`config.mk`:
```
export PLATFORM = sky130hd
export DESIGN_NAME = neuron_mac
export DESIGN_NICKNAME = d
export VERILOG_FILES = /design/src/rtl/neuron_mac.sv
export SDC_FILE = /design/constraint.sdc
export NUM_CORES = 1
export LEC_CHECK = 0
export BUFFER_PORTS_ARGS = -buffer_cell sky130_fd_sc_hd__buf_2
export CORE_UTILIZATION = 30
export DETAILED_ROUTE_END_ITERATION = 8
export GPL_ROUTABILITY_DRIVEN = 0
export SETUP_SLACK_MARGIN = 0.4
export SLEW_MARGIN = 25
export SYNTH_ARGS = -nofsm -noshare
export SYNTH_HDL_FRONTEND = slang
export SYNTH_SLANG_ARGS = --single-unit
export TNS_END_PERCENT = 10
```
`constraint.sdc`:
```
create_clock -name clk -period 4 [get_ports clk]
set_clock_uncertainty 0.1 [all_clocks]
set_input_delay 0.8 -clock clk [delete_from_list [all_inputs] [get_ports clk]]
set_output_delay 0.8 -clock clk [all_outputs]
set_load 0.05 [all_outputs]
```
`src/rtl/neuron_mac.sv`:
```
// neuron_mac: streaming signed int8 multiply-accumulate for one neuron.
// Accepts N_INPUTS (activation, weight) beats over a valid/ready handshake
// after a start pulse and presents the exact ACC_WIDTH-bit signed dot product
// until the consumer takes it.
// Optional feature macro: NEURON_MAC_BIAS_EN adds an int8 bias port whose
// sign-extended value seeds the accumulator on an accepted start.
module neuron_mac #(
  parameter int N_INPUTS  = 4,
  parameter int ACC_WIDTH = 20
) (
  input  logic                 clk,
  input  logic                 rst_n,
  input  logic                 start,
  input  logic                 in_valid,
  output logic                 in_ready,
  input  logic [7:0]           in_act,
  input  logic [7:0]           in_weight,
`ifdef NEURON_MAC_BIAS_EN
  input  logic [7:0]           bias,
`endif
  output logic                 sum_valid,
  input  logic                 sum_ready,
  output logic [ACC_WIDTH-1:0] sum,
  output logic                 busy
);

  localparam int CNT_W = (N_INPUTS > 1) ? $clog2(N_INPUTS) : 1;
  localparam logic [CNT_W-1:0] LAST_BEAT = CNT_W'(N_INPUTS - 1);

  typedef enum logic [1:0] {
    IDLE  = 2'd0,
    ACCUM = 2'd1,
    DONE  = 2'd2
  } state_t;

  state_t                      r_state;
  state_t                      w_state_nxt;
  logic [CNT_W-1:0]            r_cnt;
  logic signed [ACC_WIDTH-1:0] r_acc;

  logic                        w_start_acc;
  logic                        w_beat;
  logic                        w_last_beat;
  logic signed [15:0]          w_prod;
  logic signed [ACC_WIDTH-1:0] w_acc_init;

  // Full-precision int8 x int8 product widened to the accumulator width.
  // A legal ACC_WIDTH is always wider than 16, so this is a pure sign
  // extension; an undersized accumulator simply truncates (wraps).
  function automatic logic signed [ACC_WIDTH-1:0] sext_prod(
    input logic signed [15:0] p
  );
    return ACC_WIDTH'(p);
  endfunction

  // Bias enters the sum unscaled: sign-extend only, no shift.
  function automatic logic signed [ACC_WIDTH-1:0] sext_bias(
    input logic signed [7:0] b
  );
    return ACC_WIDTH'(b);
  endfunction

  // Both operands are signed 8-bit, so -128 x -128 = +16384 fits in 16 bits.
  assign w_prod = $signed(in_act) * $signed(in_weight);

`ifdef NEURON_MAC_BIAS_EN
  assign w_acc_init = sext_bias($signed(bias));
`else
  assign w_acc_init = '0;
`endif

  assign w_start_acc = (r_state == IDLE) && start;
  assign w_beat      = in_valid && in_ready;
  assign w_last_beat = (r_cnt == LAST_BEAT);
  assign sum         = r_acc;

  // Next-state decode and handshake outputs; start and in_valid are only
  // looked at in the state that honours them.
  always_comb begin
    w_state_nxt = r_state;
    in_ready    = 1'b0;
    sum_valid   = 1'b0;
    busy        = 1'b0;
    case (r_state)
      IDLE: begin
        if (start) w_state_nxt = ACCUM;
      end
      ACCUM: begin
        in_ready = 1'b1;
        busy     = 1'b1;
        if (in_valid && w_last_beat) w_state_nxt = DONE;
      end
      DONE: begin
        sum_valid = 1'b1;
        busy      = 1'b1;
        if (sum_ready) w_state_nxt = IDLE;
      end
      default: begin
        w_state_nxt = IDLE;
      end
    endcase
  end

  // State register; reset abandons any operation in flight.
  always_ff @(posedge clk or negedge rst_n) begin
    if (!rst_n) r_state <= IDLE;
    else        r_state <= w_state_nxt;
  end

  // Beat counter: cleared on start, advances only on accepted beats.
  always_ff @(posedge clk or negedge rst_n) begin
    if (!rst_n) begin
      r_cnt <= '0;
    end else if (w_start_acc) begin
      r_cnt <= '0;
    end else if (w_beat) begin
      r_cnt <= w_last_beat ? '0 : r_cnt + 1'b1;
    end
  end

  // Accumulator: seeded on start, adds one product per accepted beat and
  // then holds the finished sum through DONE. Reset clears it so no partial
  // sum survives an aborted operation.
  always_ff @(posedge clk or negedge rst_n) begin
    if (!rst_n) begin
      r_acc <= '0;
    end else if (w_start_acc) begin
      r_acc <= w_acc_init;
    end else if (w_beat) begin
      r_acc <= r_acc + sext_prod(w_prod);
    end
  end

endmodule

```
==> flow_metrics.tcl <==
set metrics [dict create \
    die_h_um 126 \
    ys_ff_latch 24 \
    mostFrequentLayoutCells "inv_1 (98), buf_4 (85), fa_1 (81), ha_1 (41), nand2_1 (36)" \
    cp_data_arrival_time_ps 4910 \
    cp-start-kind "input pin" \
    synthDistinctLibCells 49 \
    row_count 44 \
    root_buffer "clkbuf_16" \
    numCtsBuffers 3 \
    grt_max_degree 25 \
    cp_max_fo 7 \
    ctsHoldBuffers 0 \
    timing.fmax_mhz 204 \
    yosysWarnings 0 \
    clock_path_buffers 2 \
    violations "setup timing" \
    htreeDepth 1 \
    track_usage_pct 14.9 \
    setup_ws_ps -893 \
    min_path_type "flop to flop" \
    drt-wirelength-per-cell_um 14.4 \
    synth-edff-count 0 \
    start_util_pct 31.2 \
    cp-end-kind "flop" \
    dpl.hpwl_mm 9.40 \
    first_pass_iters 4 \
    wl_mm 11.0 \
    io_pins 44 \
    cts.sinks 24 \
    final-setup-viol-count 14 \
    grt_first_pass_wirelength_mm 19.1 \
    criticalPathCategory "input pin to flop" \
    area_growth_pct 30.8 \
    min_period_over_period_pct 122 \
    fin_util_pct 40.7 \
    dp.cells 757 \
    dieWidth_um 126 \
    async_flop_share_pct 100 \
    yosys_most_used_dff "dfrtp_1" \
    syn_nets 620 \
    netlist_area_mm2 0.00460 \
    slew_viol_final 0 \
    die_area_mm2 0.0158 \
    rsz0062_at_grt "yes" \
    antenna_left 0 \
    antenna_found_initial 0 \
    vias 3470 \
    grt_pass1_vias 3918 \
    stdcell_count 765 \
    slowest_delay_ps 520 \
    drc 0 \
    core_mm2 0.0148 \
    status "finished with violations" \
    layout_commonest_cell "inv_1" \
    tightest_slew_ps 751 \
    hold_violations 0 \
    yosysSeqAreaShare_pct 13.1 \
    worstPathRequired_ps 4010 \
    crit_chain "buf_2, nand2_2, fa_2, buf_4, fa_1, inv_1, fa_1, fa_1, ha_1, ha_2, or3_4, o32ai_4, o31ai_2, xnor2_1, o21ai_1" \
    hold_ws_ps 401 \
    clkLatencyLatePin_ps 250 \
    relSlewSlack_pct 49.8 \
    slowest_stage "fa_2" \
    vias_per_cell 4.54 \
    cap_viol_max_count 0 \
    period_minus_slack_ps 4890 \
    synth_cells 460 \
    cts_tree "built" \
    drive_gt1_share_pct 31.5 \
    nets 743 \
    drt_iter0_drc 92 \
    diodes 0 \
    avgSynthCellArea_um2 9.99 \
    cp_common_cell "fa_1" \
    clk_pin_slew_worst_paths_ps 60 \
    io_buffers 43 \
    grt_overflow_total 0 \
]
-- stage by stage --
stage                     TNS [ps]  setup slack, ps  cell area [um2]
after floorplan             -10670             -914             4630
after global placement      -15370            -1240             5620
after detailed placement    -15800            -1280             5620
after CTS                   -10740             -928             5860
after global routing        -11920            -1040             6010
final                       -10010             -893             6010
-- what timing repair did --
action	CTS	global route
setup buffers	1	4
endpoints found under the setup margin	16	16
pin swaps	22	15
gates resized for setup	37	27
gates cloned	0	0
-- sequential cells by signal, indices dropped and copies added (netlist names) --
signal,count
sum,20
r_state,2
r_cnt,2
-- per-layer routing --
| metal | track usage [%] | vias to the layer above | wire length, um |
|---|---|---|---|
| met5 | 0 | - | 0 |
| met4 | 3.12 | 0 | 91 |
| met3 | 1.23 | 8 | 224 |
| met2 | 25.9 | 42 | 5580 |
| met1 | 20.3 | 1735 | 5130 |
| li1 | - | 1685 | - |
-- cell families (layout without fill, tap and decap cells) --
group | count (synthesis) | count (layout) | synth area share, %
and+or+nand+nor | 106 | 106 | 11.7
adders and majority gates | 139 | 139 | 52.2
AOI/OAI and AO/OA | 65 | 65 | 10.6
muxes | 1 | 1 | 0.218
xor gates and xnor gates | 17 | 17 | 3.24
DFF | 24 | 24 | 13.1
buffers and inverters | 108 | 229 | 8.98
-- final timing paths --
path                               from         end  slack [ps]  cells past startpoint
max                        in_weight[3]     sum[16]        -890                     15
min                            r_cnt[0]    r_cnt[0]         400                      1
max reg2reg                      sum[6]     sum[15]        -480                     16
min reg2reg                    r_cnt[0]    r_cnt[0]         400                      1
max in group asynchronous         rst_n      sum[5]        2980                      1
min in group asynchronous         rst_n  r_state[0]         440                      1
-- Yosys cell counts, types with 5 or more instances --
master	n	area share, %
inv_1	101	8.2
fa_1	88	38
ha_1	51	14
nand2_1	42	3.4
and2_1	32	4.4
dfrtp_1	24	13
xnor2_1	13	2.5
o21ai_1	12	1.3
nor2_1	10	0.82
a21oi_1	9	0.98
a22o_1	7	1.3
nand2b_1	7	0.95
a21o_1	5	0.82
clkbuf_1	5	0.41
-- worst max-delay path, delay by kind of cell --
| family | cells | cell delay, ps |
|---|---|---|
| fa+ha+maj | 6 | 2450 |
| xor+xnor | 1 | 190 |
| compound gates | 3 | 580 |
| buf+inv | 3 | 390 |
| simple gates | 2 | 490 |
-- final cells by class --
class / count / area [um2]
Fill cell: 1466 / 8740
Multi-Input combinational cell: 328 / 3830
Timing Repair Buffer: 124 / 890
Sequential cell: 24 / 601
Inverter: 102 / 384
Tap cell: 184 / 230
Clock buffer: 3 / 75.1
Power is not shown: default switching activity piles up to over one toggle a cycle in this logic, so the estimate is an artifact.
